<file path="src/rtl/uart_rx_pkg.sv">
// Shared UART definitions: FSM state encoding, counter-width helper and the
// baud-period derivation used by both uart_rx and uart_tx.
package uart_rx_pkg;

    typedef enum logic [2:0] {
        IDLE  = 3'd0,
        START = 3'd1,
        DATA  = 3'd2,
        STOP  = 3'd3,
        BREAK = 3'd4
    } rx_state_e;

    function automatic int clog2(input int value);
        int width;
        int rem;
        width = 0;
        rem   = value - 1;
        while (rem > 0) begin
            width++;
            rem = rem >> 1;
        end
        return (width < 1) ? 1 : width;
    endfunction

    function automatic int bit_period(input int clk_frequency, input int uart_frequency);
        return clk_frequency / uart_frequency;
    endfunction

    function automatic int half_period(input int bit_period_cycles);
        return bit_period_cycles / 2;
    endfunction

endpackage

</file>
<file path="src/rtl/uart_rx_if.sv">
// Receive-side signal bundle: serial line in, byte and status pulses out.
interface uart_rx_if;

    logic       rx_bit;
    logic [7:0] data;
    logic       valid;
    logic       framing_error;
    logic       busy;

    modport slave (
        input  rx_bit,
        output data,
        output valid,
        output framing_error,
        output busy
    );

    modport master (
        output rx_bit,
        input  data,
        input  valid,
        input  framing_error,
        input  busy
    );

endinterface

</file>
<file path="src/rtl/uart_rx_sync.sv">
// Two-flop synchroniser for an asynchronous input; reset value is a parameter
// so an idle-high line comes out of reset already idle.
module uart_rx_sync #(
    parameter logic RESET_VALUE = 1'b1
) (
    input  logic user_clk,
    input  logic rst_n,
    input  logic i_async,
    output logic o_sync
);

    logic r_meta;
    logic r_sync;

    // NOTE: sequential state uses non-blocking assignments so every flop samples pre-edge values.
    always_ff @(posedge user_clk) begin
        if (!rst_n) begin
            r_meta <= RESET_VALUE;
            r_sync <= RESET_VALUE;
        end else begin
            r_meta <= i_async;
            r_sync <= r_meta;
        end
    end

    assign o_sync = r_sync;

endmodule

</file>
<file path="src/rtl/uart_rx.sv">
// 8N1 UART receiver: synchronised line, mid-bit sampling FSM, byte output with
// one-cycle valid / framing_error pulses and a BREAK state for held-low lines.
module uart_rx
    import uart_rx_pkg::*;
#(
    parameter int CLK_FREQUENCY  = 125000000,
    parameter int UART_FREQUENCY = 38400
) (
    input  logic     user_clk,
    input  logic     rst_n,
    uart_rx_if.slave bus
);

    localparam int BIT_PERIOD  = bit_period(CLK_FREQUENCY, UART_FREQUENCY);
    localparam int HALF_PERIOD = half_period(BIT_PERIOD);
    localparam int CNT_W       = clog2(BIT_PERIOD);
    localparam logic [CNT_W-1:0] CNT_LAST = CNT_W'(BIT_PERIOD - 1);
    localparam logic [CNT_W-1:0] CNT_HALF = CNT_W'(HALF_PERIOD - 1);

    rx_state_e        r_state;
    rx_state_e        w_next_state;
    logic [CNT_W-1:0] r_cnt;
    logic [2:0]       r_bit_idx;
    logic [7:0]       r_shift;
    logic [7:0]       r_data;
    logic             r_valid;
    logic             r_framing_error;

    logic w_rx_s;
    logic w_cnt_last;
    logic w_half_done;
    logic w_busy;
    logic w_shift_en;
    logic w_frame_ok;
    logic w_frame_bad;

    uart_rx_sync #(
        .RESET_VALUE (1'b1)
    ) u_sync (
        .user_clk (user_clk),
        .rst_n    (rst_n),
        .i_async  (bus.rx_bit),
        .o_sync   (w_rx_s)
    );

    assign w_cnt_last  = (r_cnt == CNT_LAST);
    assign w_half_done = (r_cnt == CNT_HALF);

    always_ff @(posedge user_clk) begin
        if (!rst_n) begin
            r_state <= IDLE;
        end else begin
            r_state <= w_next_state;
        end
    end

    // NOTE: every always_comb output gets a default first so no path infers a latch.
    always_comb begin
        w_next_state = r_state;
        unique case (r_state)
            IDLE:    if (!w_rx_s)     w_next_state = START;
            START:   if (w_half_done) w_next_state = w_rx_s ? IDLE : DATA;
            DATA:    if (w_cnt_last && (r_bit_idx == 3'd7)) w_next_state = STOP;
            STOP:    if (w_cnt_last)  w_next_state = w_rx_s ? IDLE : BREAK;
            BREAK:   if (w_rx_s)      w_next_state = IDLE;
            default: w_next_state = IDLE;
        endcase
    end

    always_comb begin
        w_busy      = (r_state != IDLE);
        w_shift_en  = (r_state == DATA) && w_cnt_last;
        w_frame_ok  = (r_state == STOP) && w_cnt_last && w_rx_s;
        w_frame_bad = (r_state == STOP) && w_cnt_last && !w_rx_s;
    end

    // Counter restarts on every state entry so sample points are relative to that entry.
    always_ff @(posedge user_clk) begin
        if (!rst_n) begin
            r_cnt <= '0;
        end else if ((w_next_state != r_state) || w_cnt_last) begin
            r_cnt <= '0;
        end else begin
            r_cnt <= r_cnt + CNT_W'(1);
        end
    end

    always_ff @(posedge user_clk) begin
        if (!rst_n) begin
            r_bit_idx <= 3'd0;
        end else if (r_state != DATA) begin
            r_bit_idx <= 3'd0;
        end else if (w_shift_en) begin
            r_bit_idx <= r_bit_idx + 3'd1;
        end
    end

    // NOTE: the shift register has no reset; all 8 bits are rewritten before it is ever copied to data.
    always_ff @(posedge user_clk) begin
        if (w_shift_en) begin
            r_shift <= {w_rx_s, r_shift[7:1]};
        end
    end

    always_ff @(posedge user_clk) begin
        if (!rst_n) begin
            r_data          <= 8'h00;
            r_valid         <= 1'b0;
            r_framing_error <= 1'b0;
        end else begin
            r_valid         <= w_frame_ok;
            r_framing_error <= w_frame_bad;
            if (w_frame_ok) begin
                r_data <= r_shift;
            end
        end
    end

    assign bus.data          = r_data;
    assign bus.valid         = r_valid;
    assign bus.framing_error = r_framing_error;
    assign bus.busy          = w_busy;

endmodule

</file>
<file path="src/flat_wrapper.sv">
// flat-port wrapper written by rule: the top's interface ports become plain ports
module uart_rx_flat import uart_rx_pkg::*;
#(
    parameter int CLK_FREQUENCY  = 125000000,
    parameter int UART_FREQUENCY = 38400
)
  (user_clk, rst_n, bus_rx_bit, bus_data, bus_valid, bus_framing_error, bus_busy);
  uart_rx_if bus_i ();
  input  logic user_clk;
  input  logic rst_n;
  input wire logic [$bits(bus_i.rx_bit)-1:0] bus_rx_bit;
  output wire logic [$bits(bus_i.data)-1:0] bus_data;
  output wire logic [$bits(bus_i.valid)-1:0] bus_valid;
  output wire logic [$bits(bus_i.framing_error)-1:0] bus_framing_error;
  output wire logic [$bits(bus_i.busy)-1:0] bus_busy;
  assign bus_i.rx_bit = bus_rx_bit;
  assign bus_data = bus_i.data;
  assign bus_valid = bus_i.valid;
  assign bus_framing_error = bus_i.framing_error;
  assign bus_busy = bus_i.busy;
  uart_rx #(.CLK_FREQUENCY(CLK_FREQUENCY), .UART_FREQUENCY(UART_FREQUENCY)) u_core (.user_clk(user_clk), .rst_n(rst_n), .bus(bus_i));
endmodule
</file>
<file path="config.mk">
export PLATFORM = sky130hd
export DESIGN_NAME = uart_rx_flat
export DESIGN_NICKNAME = d
export VERILOG_FILES = /design/src/rtl/uart_rx_pkg.sv /design/src/rtl/uart_rx_if.sv /design/src/rtl/uart_rx_sync.sv /design/src/rtl/uart_rx.sv /design/src/flat_wrapper.sv
export SDC_FILE = /design/constraint.sdc
export NUM_CORES = 1
export LEC_CHECK = 0
export ABC_AREA = 0
export BUFFER_PORTS_ARGS = -buffer_cell sky130_fd_sc_hd__buf_4
export CORE_ASPECT_RATIO = 1.4
export CORE_MARGIN = 4
export CORE_UTILIZATION = 35
export CTS_CLUSTER_SIZE = 14
export DETAILED_ROUTE_END_ITERATION = 10
export SYNTH_ARGS = -nofsm -noshare
export SYNTH_HDL_FRONTEND = slang
export SYNTH_HIERARCHICAL = 1
export SYNTH_SLANG_ARGS = --single-unit
</file>
<file path="constraint.sdc">
create_clock -name user_clk -period 5.8 [get_ports user_clk]
set_input_delay 1.45 -clock user_clk [delete_from_list [all_inputs] [get_ports user_clk]]
set_output_delay 1.45 -clock user_clk [all_outputs]
set_load 0.01 [all_outputs]
</file>
== Word-level counts from Yosys, hierarchy flattened ==
Index checks and enable logic that the tools add are counted.

* Flip-flop bits (word level): 38
* Input bits: 3
* Output and inout bits: 11
* Logic and storage cells: 40

* $add $sub $neg: 2
* Equal/unequal tests: 9
* Mux-type cells: 8
* Bitwise logic cells: 1
* Reduce and logical (&&, ||, !) cells: 11

{| class="wikitable"
|+ Operator list
! cell !! number
|-
| $mux 3 || 6
|-
| $pmux 3 s5 || 1
|-
| $add 12x1->12 const B || 1
|-
| $eq 12x11->1 const B || 1
|-
| $eq 12x12->1 const B || 1
|-
| $eq 3x2->1 const B || 2
|-
| $eq 3x3->1 const B || 2
|-
| $logic_and 1x1->1 || 5
|-
| $reduce_or 2->1 || 2
|-
| $add 3x1->3 const B || 1
|-
| $eq 3x1->1 const B || 1
|-
| $logic_not 3->1 || 1
|-
| $ne 3x2->1 const B || 1
|-
| $ne 3x3->1 || 1
|-
| $reduce_bool 3->1 || 1
|-
| $mux 2 || 1
|-
| $logic_not 1->1 || 1
|-
| $logic_or 1x1->1 || 1
|-
| $not 1->1 || 1
|}

== Longest topological paths before layout ==
Gate-level depths: netlist of run 1.

* Depth after elaboration: 7
* Gate-level depth with buffers: 7
* Mapped depth without buffers: 6

== Modules after synthesis ==
Netlist of run 1, hierarchy kept.

{| class="wikitable"
|+ Modules (own cells, without submodules)
! module !! instances !! cells an instance !! area an instance (µm²) !! sequential area each (µm²)
|-
| uart_rx || 1 || 169 || 1,626.6 || 800.8
|-
| uart_rx_sync || 1 || 4 || 52.6 || 40.0
|}

== Worst setup path before layout of run 1 ==
OpenSTA, ideal clock, no wires.

* Path kind: register -> output
* From: register u_core.r_state[1]
* To: output port bus_busy
* Arrival time: 0.880 ns
* Data required time: 4.350 ns
* Setup slack: 3.470 ns
* Cell stages (with the launch flop): 3
* Path buffers: 1
* Cells stage by stage: dfxtp_1 > clkbuf_1 > or3_1

* Longest elaborated chain between the ends: 1

{| class="wikitable"
|+ RTL lines
! element !! RTL line !! text
|-
| start, declared || uart_rx.sv:20 || <nowiki>rx_state_e r_state;</nowiki>
|-
| start signal, assigned || uart_rx.sv:53 || <nowiki>r_state <= w_next_state;</nowiki>
|-
| $reduce_bool 3->1 || uart_rx.sv:71 || <nowiki>w_busy = (r_state != IDLE);</nowiki>
|-
| end, declared || flat_wrapper.sv:15 || <nowiki>output wire logic [$bits(bus_i.busy)-1:0] bus_busy;</nowiki>
|}

No other way between the ends.

== Final worst setup path of run 1 ==
Same ends and word-level chain as after synthesis.

==> flow_metrics.py, run 1 <==
metrics = {
    "drt": {
        "wl_per_cell_um": 13.73,
        "wirelength_um": 3350,
        "detail-route-antenna-nets": 0,
        "num_vias": 1294,
        "remaining_drc_errors": 0,
        "vias_per_cell": 5.303,
        "drt_pass1_iterations": 4,
        "drtIter0Drc": 44,
    },
    "logic_synthesis": {
        "ys_seq_elements": 38,
        "synthFlopType": "dfxtp_1",
        "syn_nets": 180,
        "syn_inst": 173,
        "synth_common_cells": "30 x dfxtp_1, 14 x nand3_1, 12 x a21oi_1, 12 x nor4_1, 11 x o21ai_0",
        "yosysSeqAreaShare": 0.5007,
        "yosysUniqueCellTypes": 37,
        "syn_area_per_cell_sq_um": 9.706,
        "ys_async_sr_fraction": 0,
        "yosys.area.top_type": "dfxtp_1",
        "synth_area_leaders": "dfxtp_1 36%, edfxtp_1 14%, nor4_1 4.5%",
        "synth_edf_count": 8,
        "yosysTopAreaCellShare": 0.3577,
        "syn_area_sq_um": 1679,
        "yosysMostFrequentCell": "dfxtp_1",
        "yosysWarnings": 6,
    },
    "clocking": {
        "cts_resized": 0,
        "clk_latency_ns": 0.29,
        "ctsHoldBuffers": 0,
        "cts_tree": "yes",
        "clock_path_buffers": 2,
        "cts.htree.levels": 2,
        "post-cts-setup-buffers": 0,
        "cts_buffers": 5,
        "cts_root_buffer": "clkbuf_8",
        "cts.sinks": 38,
        "cts.clk_slew.worst_paths_ns": 0.07,
    },
    "power": {
        "leakage_nw": 0.6589,
        "powerDensity_nw_per_um2": 285.7,
        "p_int_uw": 446.9,
        "peakVddDrop_mv": 0.1503,
        "swShare": 0.1856,
        "combPwrFrac": 0.024,
        "pwr-share-clk": 0.476,
        "seq_power_share": 0.500,
        "switching_power_uw": 101.8,
    },
    "setup_path": {
        "crit_buf_inv": 1,
        "critPathCaptureType": "output pin",
        "critPathMaxFanout": 16,
        "cp_slowest_stage_delay_ns": 0.45,
        "crit_arrival_ns": 1.25,
        "path_cells": "or3_1, buf_4",
        "startpoint": "u_core/r_state[1]",
        "critical_path_class": "reg -> out",
        "reg2reg_from": "u_core/r_cnt[0]",
        "worstPathRequired_ns": 4.35,
        "critical_path.top_delay_family": "flip-flops",
        "start_kind": "flip-flop",
        "critical-path-slowest-cell": "dfxtp_1",
    },
    "final_layout": {
        "nets": 188,
        "multi_input_area_sq_um": 753.2,
        "seq_area_sq_um": 840.8,
        "synthToLayoutAreaGrowth_pct": 14.38,
        "fillers": 473,
        "drive_gt1_frac": 0.1429,
        "antennaDiodeCount": 0,
    },
    "sta": {
        "hold_viol": 0,
        "fin_skew_ns": 0.004643,
        "fmax_mhz": 370.6,
        "slew_violations": 0,
        "slew_headroom": 0.3146,
        "finalSetupViolCount": 0,
        "worstMarginPinSlew_ns": 1.020,
        "grt_setup_unrepaired": "false",
        "finalSetupTns_ns": 0,
        "min_period_ns": 2.698,
        "period_share": 0.4652,
        "timing.hold.ws_ns": 0.4143,
    },
    "hold_path": {
        "worstHoldStart": "u_core/u_sync/r_meta",
        "hold_class": "reg -> reg",
    },
    "placement": {
        "dp_hpwl_um": 2386,
        "portBuffers": 13,
        "place_congestion": 0.8618,
    },
    "floorplanning": {
        "dieArea_sq_um": 5986,
        "die_y_um": 89.96,
        "io_pins": 14,
        "rows": 29,
        "design.core.area_sq_um": 4572,
        "die_w_um": 66.54,
        "start_util": 0.3673,
    },
    "global_route": {
        "grt_pass1_vias": 1306,
        "grt_pass1_wl_um": 5892,
        "antenna_found_initial": 0,
        "grt.total_usage": 0.1249,
        "grt-ovfl-total": 0,
        "grt_max_degree": 17,
    },
    "outcome": {
        "status": "complete, no violations",
    },
    "run": {
        "maxCapViolations": 0,
    },
}
placed cells by master (no fill, tap or decap), types with 2 or more instances in the layout:
cell type,n
o21ai_0,11
and3_1,2
clkbuf_8,5
nand2_1,9
a21oi_1,12
dfxtp_1,30
nand2b_1,2
edfxtp_1,8
inv_1,5
nor3_1,8
bufinv_16,2
xor2_1,6
xnor2_1,6
ha_1,4
buf_4,13
and4bb_2,2
nand4_1,7
nor2_1,6
nor4_1,12
nand3_1,14
nand3b_1,2
flip-flops by register name (all words and copies together) (netlist names):
name,cells
u_core/u_sync/r_meta,1
u_core/bus.valid,1
u_core/r_bit_idx,3
u_core/bus.framing_error,1
u_core/r_shift,8
u_core/bus.data,8
u_core/r_cnt,12
u_core/r_state,3
u_core/u_sync/o_sync,1
power groups by stage:
stage	Sequential (mW)	Clock, mW	Combinational, mW
after floorplan	0.279	0	0.0101
after global placement	0.281	0	0.0131
after detailed placement	0.281	0	0.0133
after CTS	0.274	0.270	0.0133
after global routing	0.275	0.276	0.0150
final	0.275	0.261	0.0132
cell families (layout without fill, tap and decap cells):
family          after synthesis  count (layout)  share of synthesized area
simple gates                 73              73                     0.2541
flops                        38              38                     0.5007
compound gates               29              29                     0.1021
buf+inv                      17              26                    0.05067
xor+xnor                     12              12                    0.06259
fa+ha+maj                     4               4                    0.02981
worst register-to-register path, stage by stage, from the launching register on:
cell	delay (ns)
dfxtp_1	0.34
inv_1	0.06
ha_1	0.17
and3b_1	0.25
and4_4	0.30
nand2_1	0.08
nor3_1	0.80
worst paths after layout:
kind                                              to  slack (ns)  cells past startpoint
worst max-delay path                        bus_busy        3.10                      2
worst min-delay path            u_core/u_sync/o_sync        0.41                      1
worst max register to register     u_core/r_shift[1]        3.42                      6
worst min register to register  u_core/u_sync/o_sync        0.41                      1
per-layer routing:
layer | vias up | wire [um] | GRT usage
met5 | - | 0 | 0
met4 | 0 | 68 | 0.06102
met3 | 7 | 124 | 0.02993
met2 | 21 | 1676 | 0.2094
met1 | 614 | 1481 | 0.1444
li1 | 652 | - | -
final cells by class:
cell class | instances | share of cell area
flip-flops and latches | 38 | 0.4378
clock inverters | 3 | 0.03322
multi-input cells | 118 | 0.3922
clock buffers | 5 | 0.03583
inverters | 5 | 0.009772
repair buffers | 13 | 0.05081
well taps | 62 | 0.04039
per-stage QoR:
| step | setup WS [ns] | std cells | power [mW] | area, sq um | util |
|---|---|---|---|---|---|
| after global placement | 3.424 | 236 | 0.2937 | 1788 | 0.3911 |
| after floorplan | 3.470 | 173 | 0.2894 | 1679 | - |
| after CTS | 3.095 | 244 | 0.5578 | 1921 | 0.4201 |
| after global routing | 3.036 | 244 | 0.5659 | 1921 | 0.4201 |
| final | 3.102 | 244 | 0.5488 | 1921 | 0.4201 |
| after detailed placement | 3.397 | 236 | 0.2939 | 1788 | 0.3911 |
(Power assumes the default switching activity.)
==> run 2: changes to the inputs <==
--- a/config.mk
+++ b/config.mk
@@ -5,7 +5,7 @@
 export SDC_FILE = /design/constraint.sdc
 export NUM_CORES = 1
 export LEC_CHECK = 0
-export ABC_AREA = 0
+export ABC_AREA = 1
 export BUFFER_PORTS_ARGS = -buffer_cell sky130_fd_sc_hd__buf_4
 export CORE_ASPECT_RATIO = 1.4
 export CORE_MARGIN = 4
==> constraint.sdc (replaced) <==
create_clock -name user_clk -period 2.4 [get_ports user_clk]
set_input_delay 0.6 -clock user_clk [delete_from_list [all_inputs] [get_ports user_clk]]
set_output_delay 0.6 -clock user_clk [all_outputs]
set_load 0.01 [all_outputs]
==> flow_metrics.py, run 2 <==
metrics = {
    "outcome": {
        "status": "complete, no violations",
    },
    "drt": {
        "remaining_drc_errors": 0,
        "vias_per_cell": 4.537,
        "drt_pass1_iterations": 4,
        "drtIter0Drc": 29,
        "wirelength_um": 2846,
        "detail-route-antenna-nets": 0,
        "wl_per_cell_um": 10.46,
        "num_vias": 1234,
    },
    "power": {
        "switching_power_uw": 258.4,
        "powerDensity_nw_per_um2": 633.9,
        "seq_power_share": 0.537,
        "combPwrFrac": 0.035,
        "pwr-share-clk": 0.428,
        "p_int_uw": 975.7,
        "leakage_nw": 0.7793,
        "peakVddDrop_mv": 0.3636,
        "swShare": 0.2094,
    },
    "hold_path": {
        "hold_class": "reg -> reg",
    },
    "sta": {
        "fin_ws_ns": 0.6206,
        "finalSetupViolCount": 0,
        "finalSetupTns_ns": 0,
        "hold_viol": 0,
        "min_period_ns": 1.779,
        "slew_violations": 0,
        "fmax_mhz": 562.0,
        "timing.hold.ws_ns": 0.4066,
        "fin_skew_ns": 0.008658,
        "worstMarginPinSlew_ns": 0.4546,
        "grt_setup_unrepaired": "false",
        "slew_headroom": 0.6966,
        "period_share": 0.7414,
    },
    "placement": {
        "dp_hpwl_um": 2049,
        "portBuffers": 13,
        "dp_slack_ns": 0.5838,
        "place_congestion": 0.7826,
    },
    "logic_synthesis": {
        "ys_async_sr_fraction": 0,
        "synthFlopType": "dfxtp_1",
        "yosysUniqueCellTypes": 29,
        "syn_inst": 193,
        "synth_area_leaders": "dfxtp_1 35%, edfxtp_1 14%, inv_1 6.9%",
        "synth_common_cells": "31 x inv_1, 30 x dfxtp_1, 28 x nor2_1",
        "synth_edf_count": 8,
        "syn_area_per_cell_sq_um": 8.797,
        "yosysWarnings": 6,
        "yosysMostFrequentCell": "inv_1",
        "ys_seq_elements": 38,
        "yosys.area.top_type": "dfxtp_1",
        "syn_nets": 200,
        "yosysTopAreaCellShare": 0.3537,
        "syn_area_sq_um": 1698,
        "yosysSeqAreaShare": 0.4952,
    },
    "floorplanning": {
        "rows": 29,
        "design.core.area_sq_um": 4608,
        "die_w_um": 66.87,
        "dieArea_sq_um": 6045,
        "die_y_um": 90.41,
        "start_util": 0.3684,
        "io_pins": 14,
    },
    "global_route": {
        "grt_max_degree": 18,
        "grtUsageMet3": 0.03362,
        "grt_util_met2": 0.1813,
        "grt_pass1_vias": 1212,
        "antenna_found_initial": 0,
        "use_met1": 0.1242,
        "grt_pass1_wl_um": 5106,
        "grt.total_usage": 0.1084,
        "grt-ovfl-total": 0,
        "top_usage_layer": "met2",
    },
    "final_layout": {
        "synthToLayoutAreaGrowth_pct": 14.66,
        "antennaDiodeCount": 0,
        "fillers": 462,
        "largest_register_ff_count": 12,
        "final_cell_mix": "31 x inv_1, 30 x dfxtp_1, 28 x nor2_1, 23 x nand2_1, 14 x buf_4",
        "final_common_cell": "inv_1",
        "largest-register": "u_core/r_cnt",
        "drive_gt1_frac": 0.1952,
        "nets": 216,
        "fin_util": 0.4225,
    },
    "clocking": {
        "cts.clk_slew.worst_paths_ns": 0.08,
        "cts_tree": "yes",
        "ctsHoldBuffers": 0,
        "cts.htree.levels": 2,
        "post-cts-setup-buffers": 0,
        "cts_buffers": 5,
        "clock_path_buffers": 2,
        "cts_root_buffer": "clkbuf_8",
        "cts_resized": 0,
        "clk_latency_ns": 0.29,
        "cts.sinks": 38,
    },
    "setup_path": {
        "critical_path.top_delay_family": "simple AND/OR/NAND/NOR gates",
        "start_kind": "flip-flop",
        "critical_path_class": "reg -> reg",
        "path_cells": "inv_1, ha_1, nand3_1, inv_1, nand3_2, nand2_1, nand2_1, inv_1, nand2_1, nand2_2, nor2_1",
        "crit_arrival_ns": 1.95,
        "worstPathRequired_ns": 2.57,
        "critPathCaptureType": "flip-flop",
        "critPathMaxFanout": 12,
        "cp_slowest_stage_delay_ns": 0.33,
        "crit_buf_inv": 3,
        "critical-path-slowest-cell": "dfxtp_1",
    },
    "run": {
        "maxCapViolations": 0,
    },
}
## run 2: power groups by stage
| stage | Combinational (mW) | Sequential, mW | Clock, mW |
|---|---|---|---|
| 2_1_floorplan | 0.0364 | 0.676 | 0 |
| 3_3_place_gp | 0.0446 | 0.677 | 0 |
| 4_1_cts | 0.0447 | 0.662 | 0.551 |
| 6_report | 0.0433 | 0.662 | 0.528 |
| 5_1_grt | 0.0501 | 0.663 | 0.572 |
| 3_5_place_dp | 0.0445 | 0.677 | 0 |
## run 2: cell families (layout without fill, tap and decap cells)
kind of cell    count (synthesis)  count (layout)  share of synthesized area
simple gates                   88              88                     0.2491
fa+ha+maj                       4               4                    0.02948
flops                          38              38                     0.4952
buf+inv                        36              53                    0.09358
xor+xnor                       10              10                    0.05159
compound gates                 17              17                    0.08107
## run 2: per-stage QoR
stage	power, mW	area, sq um	cells
2_1_floorplan	0.7120	1698	193
3_3_place_gp	0.7215	1838	264
3_5_place_dp	0.7216	1838	264
4_1_cts	1.258	1947	272
5_1_grt	1.285	1947	272
6_report	1.234	1947	272
## run 2: final cells by class
cell class / instances / area, sq um / share of cell area
tap: 62 / 77.57 / 0.03985
timing repair buffer: 14 / 105.1 / 0.05398
sequential: 38 / 840.8 / 0.4319
inverter: 31 / 116.4 / 0.05977
clock inverter: 3 / 40.04 / 0.02057
multi-input combinational: 119 / 698.2 / 0.3586
clock buffer: 5 / 68.82 / 0.03535
## run 2: worst min-delay path, cell delays in order (launching register included)
cell	delay, ns
dfxtp_1	0.31
inv_1	0.03
nand2_1	0.04
## run 2: path summary, 6_finish.rpt
kind,from,end,slack [ns],cells past startpoint
max,u_core/r_cnt[0],u_core/r_cnt[1],0.62,11
min,u_core/u_sync/r_meta,u_core/u_sync/o_sync,0.41,2
max reg2reg,u_core/r_cnt[0],u_core/r_cnt[1],0.62,11
min reg2reg,u_core/u_sync/r_meta,u_core/u_sync/o_sync,0.41,2
## run 2: per-layer routing
metal	share of wire	vias to the layer above
met4	0.014	0
met1	0.45	563
met3	0.039	5
li1	-	649
met2	0.49	17
met5	0	-
